<file path="config.mk">
export PLATFORM = sky130hd
export DESIGN_NAME = alu_sequencer_flat
export DESIGN_NICKNAME = d
export VERILOG_FILES = /design/src/rtl/alu_sequencer_if.sv /design/src/rtl/alu_sequencer.sv /design/src/flat_wrapper.sv
export SDC_FILE = /design/constraint.sdc
export NUM_CORES = 1
export LEC_CHECK = 0
export CORE_UTILIZATION = 49
export CTS_CLUSTER_SIZE = 10
export DETAILED_ROUTE_END_ITERATION = 10
export PLACE_DENSITY = 0.81
export SETUP_SLACK_MARGIN = 0.4
export SLEW_MARGIN = 20
export SYNTH_ARGS = -nofsm -noshare
export SYNTH_HDL_FRONTEND = slang
export SYNTH_SLANG_ARGS = --single-unit
</file>
<file path="constraint.sdc">
create_clock -name clk -period 2.4 [get_ports clk]
set_input_delay 0.36 -clock clk [delete_from_list [all_inputs] [get_ports clk]]
set_output_delay 0.36 -clock clk [all_outputs]
set_load 0.05 [all_outputs]
</file>
<file path="src/rtl/alu_sequencer_if.sv">
// alu_sequencer_if
// Request/response bus of the ALU sequencer.
//   req_valid/req_ready : request handshake; req_op, req_a, req_b, req_dec carry the operation
//   rsp_valid/rsp_ready : response handshake; rsp_res is the result, rsp_flags is {N,V,Z,C}
// master: the requester (testbench / upstream); slave: the sequencer.
interface alu_sequencer_if;
   logic       req_valid;
   logic       req_ready;
   logic [3:0] req_op;
   logic [7:0] req_a;
   logic [7:0] req_b;
   logic       req_dec;
   logic       rsp_valid;
   logic       rsp_ready;
   logic [7:0] rsp_res;
   logic [3:0] rsp_flags;

   modport master (output req_valid, req_op, req_a, req_b, req_dec, rsp_ready,
                   input  req_ready, rsp_valid, rsp_res, rsp_flags);
   modport slave  (input  req_valid, req_op, req_a, req_b, req_dec, rsp_ready,
                   output req_ready, rsp_valid, rsp_res, rsp_flags);
endinterface

</file>
<file path="src/rtl/alu_sequencer.sv">
// alu_sequencer
// Sequences 6502-style ALU operations onto an external combinational ALU.
// Ports:
//   clk, rst_n        : clock, asynchronous active-low reset
//   bus (slave)       : request channel (op/a/b/dec) and response channel (res, flags {N,V,Z,C})
//   sum_en..sr_en     : ALU function select (at most one high), inv_en inverts alu_b for the adder
//   alu_a/alu_b/alu_cin : ALU operands
//   alu_res/alu_cout  : ALU results, combinational from the operands in the same cycle
// Optional feature: define ALU_SEQUENCER_DECIMAL_EN to enable BCD correction for ADC/SBC
// when req_dec=1 (one extra FIX cycle). Without it req_dec is ignored.
module alu_sequencer (
   input  logic           clk,
   input  logic           rst_n,
   alu_sequencer_if.slave bus,
   output logic           sum_en,
   output logic           and_en,
   output logic           eor_en,
   output logic           or_en,
   output logic           sr_en,
   output logic           inv_en,
   output logic [7:0]     alu_a,
   output logic [7:0]     alu_b,
   output logic           alu_cin,
   input  logic [7:0]     alu_res,
   input  logic           alu_cout
);
   localparam logic [3:0] OP_ADC = 4'd0, OP_SBC = 4'd1, OP_AND = 4'd2, OP_EOR = 4'd3,
                          OP_ORA = 4'd4, OP_CMP = 4'd5, OP_ASL = 4'd6, OP_LSR = 4'd7,
                          OP_ROL = 4'd8, OP_ROR = 4'd9, OP_CLC = 4'd10, OP_SEC = 4'd11;

   typedef enum logic [1:0] {IDLE, EXEC, FIX, RESP} state_t;
   state_t state, nxt;

   logic [3:0] op_r;
   logic [7:0] a_r, b_r;
   logic [7:0] bin_res_r;
   logic       cout_r, v_r;
   logic [7:0] res_r;
   logic [3:0] flags_r;
   logic       c_in, v_now, need_fix;
   logic [1:0] res_nz;
   logic [7:0] fin_res;
   logic [3:0] fin_flags;
   logic       fin_c, fin_v;

   function automatic logic [1:0] nz_of(input logic [7:0] r);
      return {r[7], (r == 8'd0)};
   endfunction

   assign c_in   = flags_r[0];
   assign res_nz = nz_of(alu_res);
   // Binary overflow of the adder: b' is the inverted operand for SBC.
   assign v_now  = (a_r[7] == ((op_r == OP_SBC) ? ~b_r[7] : b_r[7])) & (alu_res[7] != a_r[7]);

`ifdef ALU_SEQUENCER_DECIMAL_EN
   logic       dec_r;
   logic [7:0] corr, corr_r;
   logic [4:0] lo_sum;
   logic       lo_fix, hi_fix;

   // Correction amount is derived from the binary EXEC result and applied in FIX.
   always_comb begin
      if (op_r == OP_SBC) begin
         lo_sum = {1'b0, a_r[3:0]} + {1'b0, ~b_r[3:0]} + {4'd0, c_in};
         lo_fix = ~lo_sum[4];
         hi_fix = ~alu_cout;
      end else begin
         lo_sum = {1'b0, a_r[3:0]} + {1'b0, b_r[3:0]} + {4'd0, c_in};
         lo_fix = (lo_sum > 5'd9);
         hi_fix = alu_cout | (alu_res > 8'h99);
      end
      corr = {1'b0, hi_fix, hi_fix, 2'b00, lo_fix, lo_fix, 1'b0};
   end

   assign need_fix = (op_r == OP_ROR) || (dec_r && ((op_r == OP_ADC) || (op_r == OP_SBC)));

   always_ff @(posedge clk or negedge rst_n) begin
      if (!rst_n) begin
         dec_r  <= 1'b0;
         corr_r <= 8'd0;
      end else begin
         if (state == IDLE && bus.req_valid) dec_r <= bus.req_dec;
         if (state == EXEC) corr_r <= corr;
      end
   end
`else
   logic unused_dec;
   assign unused_dec = bus.req_dec;
   assign need_fix   = (op_r == OP_ROR);
`endif

   // ---- state register ----
   always_ff @(posedge clk or negedge rst_n) begin
      if (!rst_n) state <= IDLE;
      else        state <= nxt;
   end

   // ---- next state ----
   always_comb begin
      nxt = state;
      case (state)
         IDLE:    if (bus.req_valid) nxt = EXEC;
         EXEC:    nxt = need_fix ? FIX : RESP;
         FIX:     nxt = RESP;
         RESP:    if (bus.rsp_ready) nxt = IDLE;
         default: nxt = IDLE;
      endcase
   end

   // ---- outputs: handshake and ALU drive ----
   always_comb begin
      bus.req_ready = (state == IDLE);
      bus.rsp_valid = (state == RESP);
      sum_en  = 1'b0;
      and_en  = 1'b0;
      eor_en  = 1'b0;
      or_en   = 1'b0;
      sr_en   = 1'b0;
      inv_en  = 1'b0;
      alu_a   = 8'd0;
      alu_b   = 8'd0;
      alu_cin = 1'b0;
      if (state == EXEC) begin
         alu_a = a_r;
         alu_b = b_r;
         case (op_r)
            OP_ADC: begin sum_en = 1'b1; alu_cin = c_in; end
            OP_SBC: begin sum_en = 1'b1; inv_en = 1'b1; alu_cin = c_in; end
            OP_CMP: begin sum_en = 1'b1; inv_en = 1'b1; alu_cin = 1'b1; end
            OP_AND: and_en = 1'b1;
            OP_EOR: eor_en = 1'b1;
            OP_ORA: or_en  = 1'b1;
            OP_ASL: begin sum_en = 1'b1; alu_b = a_r; end
            OP_ROL: begin sum_en = 1'b1; alu_b = a_r; alu_cin = c_in; end
            OP_LSR, OP_ROR: sr_en = 1'b1;
            default: ;
         endcase
      end else if (state == FIX) begin
         alu_a = bin_res_r;
         if (op_r == OP_ROR) begin
            // Old carry rotates into bit 7; flags_r is not updated until RESP.
            or_en = 1'b1;
            alu_b = {c_in, 7'd0};
         end
`ifdef ALU_SEQUENCER_DECIMAL_EN
         else if (op_r == OP_SBC) begin
            sum_en  = 1'b1;
            inv_en  = 1'b1;
            alu_b   = corr_r;
            alu_cin = 1'b1;
         end else begin
            sum_en = 1'b1;
            alu_b  = corr_r;
         end
`endif
      end
   end

   // Final result and flags, valid in the last ALU step (EXEC or FIX).
   always_comb begin
      fin_res   = alu_res;
      fin_flags = flags_r;
      fin_c     = alu_cout;
      fin_v     = v_now;
      if (state == FIX) begin
         fin_v = v_r;
         fin_c = (op_r == OP_ADC) ? (cout_r | alu_cout) : cout_r;
      end
      case (op_r)
         OP_ADC, OP_SBC:                 fin_flags = {res_nz[1], fin_v, res_nz[0], fin_c};
         OP_CMP: begin
            fin_res   = a_r;
            fin_flags = {res_nz[1], flags_r[2], res_nz[0], alu_cout};
         end
         OP_AND, OP_EOR, OP_ORA:         fin_flags = {res_nz[1], flags_r[2], res_nz[0], flags_r[0]};
         OP_ASL, OP_LSR, OP_ROL, OP_ROR: fin_flags = {res_nz[1], flags_r[2], res_nz[0], fin_c};
         OP_CLC: begin fin_res = a_r; fin_flags = {flags_r[3:1], 1'b0}; end
         OP_SEC: begin fin_res = a_r; fin_flags = {flags_r[3:1], 1'b1}; end
         default: fin_res = 8'd0;
      endcase
   end

   // ---- operand latch, EXEC capture, flag update on entry to RESP ----
   always_ff @(posedge clk or negedge rst_n) begin
      if (!rst_n) begin
         op_r      <= 4'd0;
         a_r       <= 8'd0;
         b_r       <= 8'd0;
         bin_res_r <= 8'd0;
         cout_r    <= 1'b0;
         v_r       <= 1'b0;
         res_r     <= 8'd0;
         flags_r   <= 4'd0;
      end else begin
         if (state == IDLE && bus.req_valid) begin
            op_r <= bus.req_op;
            a_r  <= bus.req_a;
            b_r  <= bus.req_b;
         end
         if (state == EXEC) begin
            bin_res_r <= alu_res;
            cout_r    <= alu_cout;
            v_r       <= v_now;
         end
         if ((state == EXEC || state == FIX) && nxt == RESP) begin
            res_r   <= fin_res;
            flags_r <= fin_flags;
         end
      end
   end

   assign bus.rsp_res   = res_r;
   assign bus.rsp_flags = flags_r;
endmodule

</file>
<file path="src/flat_wrapper.sv">
// flat-port wrapper written by rule: the top's interface ports become plain ports
module alu_sequencer_flat 
  (clk, rst_n, sum_en, and_en, eor_en, or_en, sr_en, inv_en, alu_a, alu_b, alu_cin, alu_res, alu_cout, bus_req_valid, bus_req_op, bus_req_a, bus_req_b, bus_req_dec, bus_rsp_ready, bus_req_ready, bus_rsp_valid, bus_rsp_res, bus_rsp_flags);
  alu_sequencer_if bus_i ();
  input  logic clk;
  input  logic rst_n;
  output logic sum_en;
  output logic and_en;
  output logic eor_en;
  output logic or_en;
  output logic sr_en;
  output logic inv_en;
  output logic [7:0] alu_a;
  output logic [7:0] alu_b;
  output logic alu_cin;
  input  logic [7:0] alu_res;
  input  logic alu_cout;
  input wire logic [$bits(bus_i.req_valid)-1:0] bus_req_valid;
  input wire logic [$bits(bus_i.req_op)-1:0] bus_req_op;
  input wire logic [$bits(bus_i.req_a)-1:0] bus_req_a;
  input wire logic [$bits(bus_i.req_b)-1:0] bus_req_b;
  input wire logic [$bits(bus_i.req_dec)-1:0] bus_req_dec;
  input wire logic [$bits(bus_i.rsp_ready)-1:0] bus_rsp_ready;
  output wire logic [$bits(bus_i.req_ready)-1:0] bus_req_ready;
  output wire logic [$bits(bus_i.rsp_valid)-1:0] bus_rsp_valid;
  output wire logic [$bits(bus_i.rsp_res)-1:0] bus_rsp_res;
  output wire logic [$bits(bus_i.rsp_flags)-1:0] bus_rsp_flags;
  assign bus_i.req_valid = bus_req_valid;
  assign bus_i.req_op = bus_req_op;
  assign bus_i.req_a = bus_req_a;
  assign bus_i.req_b = bus_req_b;
  assign bus_i.req_dec = bus_req_dec;
  assign bus_i.rsp_ready = bus_rsp_ready;
  assign bus_req_ready = bus_i.req_ready;
  assign bus_rsp_valid = bus_i.rsp_valid;
  assign bus_rsp_res = bus_i.rsp_res;
  assign bus_rsp_flags = bus_i.rsp_flags;
  alu_sequencer u_core (.clk(clk), .rst_n(rst_n), .bus(bus_i), .sum_en(sum_en), .and_en(and_en), .eor_en(eor_en), .or_en(or_en), .sr_en(sr_en), .inv_en(inv_en), .alu_a(alu_a), .alu_b(alu_b), .alu_cin(alu_cin), .alu_res(alu_res), .alu_cout(alu_cout));
endmodule
</file>
# Word-level counts from Yosys, hierarchy flattened

Index checks and enable logic that the tools add are counted.

Bits in registers: 44
Input port bits: 34
Output and inout port bits: 37
Logic and storage cells: 89

Equality and inequality tests: 17
Multiplexer cells: 32
Bitwise gates (word level): 8
Reduce and logical (&&, ||, !) cells: 21

Operators by type and width:

| operator                                      | number |
|---|---|
| two-way mux 8 bit                             | 6 |
| case mux 4 bit (6 select lines)               | 1 |
| two-way mux 1 bit                             | 20 |
| == test 4 x 3 -> 1 bit, second input constant | 4 |
| == test 4 bit, second input constant          | 4 |
| case mux 8 bit (2 select lines)               | 1 |
| OR reduction 3 bit                            | 3 |
| OR reduction 9 bit                            | 1 |
| == test 4 x 2 -> 1 bit, second input constant | 2 |
| zero test 8 bit                               | 1 |
| case mux 2 bit (4 select lines)               | 1 |
| OR reduction 2 bit                            | 4 |
| AND reduction 7 bit                           | 1 |
| == test 2 bit, second input constant          | 3 |
| NOT 1 bit                                     | 6 |
| nonzero test 5 bit                            | 1 |
| OR reduction 5 bit                            | 1 |
| == test 4 x 1 -> 1 bit, second input constant | 1 |
| zero test 4 bit                               | 1 |
| two-way mux 2 bit                             | 2 |
| AND reduction 4 bit                           | 1 |
| nonzero test 4 bit                            | 1 |
| OR reduction 4 bit                            | 1 |
| AND reduction 3 bit                           | 1 |
| other kinds (9)                               | 10 |

# Logic depth before layout (Yosys ltp)

Depth in word-level cells: 6
Mapped depth: 10
Mapped depth without buffers: 7

# Worst setup path before layout

No wires, ideal clock.

Path type: reg2out
From: reg u_core.state[1]
To: out alu_cin
Data arrival time: 2786 ps
Data required time: 2040 ps
Setup slack: -746 ps
Stages on the path, launching flop included: 6
Buffers on the path: 2
Cells stage by stage: dfrtp_1 > inv_1 > ha_1 > buf_2 > clkbuf_1 > nor4b_1

Word-level cells in the longest chain between the ends: 2

RTL lines:

| item                   | line                 | text |
|---|---|---|
| from (decl)            | alu_sequencer.sv:32  | `state_t state, nxt;` |
| from (signal assigned) | alu_sequencer.sv:95  | `else state <= nxt;` |
| == test 2 x 1 -> 1 bit | alu_sequencer.sv:123 | `if (state == EXEC) begin` |
| two-way mux 1 bit      | alu_sequencer.sv:123 |  |
| to (decl)              | flat_wrapper.sv:15   | `output logic alu_cin;` |

Every way passes these cells.

# Worst setup path in the final report

From: reg u_core.op_r[3]
To: out alu_b[6]

Word-level cells in the longest chain between the ends: 4
Elaborated cells between the ends (all ways): 5
Those cells by class: eq/ne: 2; mux: 2; reduce/logical: 1

RTL lines:

| item                                                           | line                 | text |
|---|---|---|
| from (decl)                                                    | alu_sequencer.sv:34  | `logic [3:0] op_r;` |
| from (signal assigned)                                         | alu_sequencer.sv:196 | `op_r <= bus.req_op;` |
| == test 4 x 3 -> 1 bit / == test 4 bit (equally long branches) | alu_sequencer.sv:126 | `case (op_r)` |
| OR reduction 2 bit (no line) *                                 | -                    |  |
| two-way mux 8 bit *                                            | alu_sequencer.sv:126 |  |
| two-way mux 8 bit *                                            | alu_sequencer.sv:123 |  |
| to (decl)                                                      | flat_wrapper.sv:14   | `output logic [7:0] alu_b;` |

Mark *: on every way between the ends. The rest lies on a longest branch, timed or not.

==> results by group <==
Synthesis
  • Ys flop type: dfrtp_1
  • Most numerous cell in the Yosys netlist: dfrtp_1
  • Asr flop ratio synth: 100.0%
  • Yosys top cell area share: 41.98%
  • Post-synthesis register bit count: 44
  • Yosys cell types: 45
  • Gate Count Post-Synth: 267
  • Post-synth top cells: dfrtp_1 (44), a21oi_1 (35), mux2_2 (32)
  • Post-synthesis adder-cell area fraction: 2.385%
  • Synth warn: 0
  • Synthesized area per cell: 9.822 um2
  • Dominant cells by area after synthesis: dfrtp_1 (42%), mux2_2 (14%), a21oi_1 (6.7%)
  • Register area share after synthesis: 41.98%
  • Xor-xnor portion of the synthesized cell area: 0.3340%
  • Simple-Gate Fraction of Synth Area: 17.51%
  • Synthesized area: 0.002623 mm2
  • Synth Area in Compound Gates: 16.22%
  • Syn_nets: 306
  • Yosys top cell by area: dfrtp_1
  • Multiplexer share of the synthesized area: 17.75%
  • Main combinational cell family by area after synthesis: multiplexers
  • Post-synth EDFFs: 0

Min path
  • Min-delay worst type: in -> async

Drt
  • DR vias/cell: 6.656
  • First drt pass iteration count: 6
  • Routed Antenna Nets: 0
  • Routed WL per cell: 26.78 um
  • WL final: 12,130 um
  • DRC Markers: 0
  • Initial DRC count: 508
  • Total number of vias: 3,015

Job
  • Max cap viols: 0

Placed design
  • Pre-CTS setup slack: 0.1895 ns
  • Placed insts: 397
  • RD Place Congestion: 0.8020
  • Number of port buffers: 69
  • Detailed placement HPWL: 4770 um

Global route
  • Gr ovfl total: 0
  • Largest net degree at the start of global routing: 45
  • Vias in the first global route: 2,640
  • Overall global routing resource usage: 32.45%
  • Initial antenna violation count: 0
  • First-pass GRT wire length: 13,320 um

Finish
  • Nets: 421
  • Cell Count, Final, Fillers Out: 453
  • ANT cells: 0
  • Fraction of layout cells with a size suffix above 1: 50.65%
  • Layout area overhead: 81.25%

STA
  • Slew headroom: 63.53%
  • Endpoints failing hold: 0
  • Setup TNS: 0 ns
  • Post-layout min period: 2.363 ns
  • Fmax: 423.3 MHz
  • Unrepaired setup endpoints after global routing: yes
  • Worst slew pin tran: 0.5471 ns
  • Setup violators final: 0
  • Worst setup margin: 0.03734 ns
  • Final Cycle Share: 98.44%
  • Final Slew Violations: 0
  • Worst Skew: 0.01126 ns

Die
  • Starting Density: 51.02%
  • Ports: 71
  • Site Rows: 26
  • Die ar.: 0.005648 mm2
  • Die W: 75.16 um
  • Die extent in y: 75.16 um
  • Core area: 0.005140 mm2

CTS
  • Hold buffer count at CTS: 0
  • CTS sink count: 44
  • Worst-Skew Late Latency: 0.31 ns
  • Bufs on Longest Clock Path: 2
  • Cts bufs inserted: 5
  • Clock-pin slew of the registers on the worst-case setup and hold paths: 0.10 ns
  • CTS tree: yes
  • H-Tree Depth: 2
  • Root Driver: clkbuf_8

Critical path
  • Critical Path RT: 2.04 ns
  • Worst setup SP type: register
  • CP Class: reg -> out
  • Maximum fanout along the worst path: 7
  • R2r endpoint: u_core.bus.rsp_flags[1]
  • Arrival time worst endpoint: 2.00 ns
  • Crit path launch: u_core.op_r[3]
  • Critical path capture point type: output pin
  • Reg2Reg Depth: 7
  • Reg2reg setup slack: 0.12 ns
  • Worst r2r src: u_core.op_r[1]

Run status
  • Status: complete, no violations
==> cells in the final DEF (no fill, tap or decap), types with 5 or more instances in the layout <==
cell,n
nand2_1,15
nor2_4,10
buf_6,17
clkbuf_8,6
nand2_4,6
nor2_1,7
o21ai_4,7
nor2b_2,7
a21oi_1,31
buf_8,6
dfrtp_1,39
a221oi_1,8
mux2i_1,9
mux2_2,29
clkdlybuf4s50_1,43
nor2b_1,11
dfrtp_2,5
buf_4,30
buf_12,25
==> worst max-delay path by stage <==
| stage | depth (start not counted) | slack (ns) | endpoint |
|---|---|---|---|
| 6_report | 7 | 0.04 | alu_b[6] |
| 5_1_grt | 7 | -0.02 | alu_b[6] |
| 4_1_cts | 6 | 0.19 | alu_b[7] |
| 3_5_place_dp | 7 | 0.19 | u_core.bus.rsp_flags[3] |
| 3_3_place_gp | 7 | 0.25 | u_core.bus.rsp_flags[3] |
| 2_1_floorplan | 7 | 0.29 | u_core.bus.rsp_flags[1] |
==> routing by layer <==
layer  GRT usage [%]  wire [um]  share of wire, %  vias up
met4           13.99        915               7.5        0
li1                -          -                 -     1186
met3           6.158       1241                10      123
met2           54.85       5776                48      312
met5               0          0                 0        -
met1           40.71       4199                35     1394
==> repair_timing <==
action	4_1_cts	5_1_grt
hold endpoints to repair	0	0
gates cloned	5	1
setup endpoints to repair	37	36
gates resized for setup	45	62
pin swaps	12	24
buffers inserted	27	15
==> critical path, cell delays in order (launching register included) <==
cell and delay [ns]:
dfrtp_2 0.45, and3b_2 0.31, a21oi_4 0.06, nor2_4 0.14, buf_6 0.17, mux2i_1 0.31, nor2b_2 0.09, buf_12 0.16
==> metrics by stage <==
stage / hold slack, ns / area [um2] / utilization (%)
floorplan: 0.06441 / 2786 / -
global placement: 0.3539 / 3777 / 73.49
detailed placement: 0.3598 / 3777 / 73.49
CTS: 0.03107 / 4420 / 86.00
global route: 0.03992 / 4753 / 92.48
finish: 0.01838 / 4753 / 92.48
==> state kept, by name (all words and copies together), names as in the netlist <==
name and count:
u_core.cout_r 1, u_core.bus.rsp_res 8, u_core.bus.rsp_flags 4, u_core.a_r 8
u_core.b_r 8, u_core.bin_res_r 8, u_core.op_r 4, u_core.state 2
u_core.v_r 1
==> area by class of cell <==
class                      instances  area, um2
tap                               70      87.58
fill                             163      386.6
sequential                        44       1107
inverter                           3      17.52
clock inverter                     2      38.79
clock buffer                       6      82.58
multi-input combinational        199       1828
timing repair buffer             129       1592
==> cells by family (layout without fill, tap and decap cells) <==
logic type                 Yosys count  in the layout
adders and majority gates            5              5
xor gates and xnor gates             1              1
and+or+nand+nor                     83             83
buffers and inverters               24            140
muxes                               42             42
AOI/OAI and AO/OA                   68             68
DFF                                 44             44
Power is not shown: default switching activity piles up to over one toggle a cycle in this logic, so the estimate is an artifact.
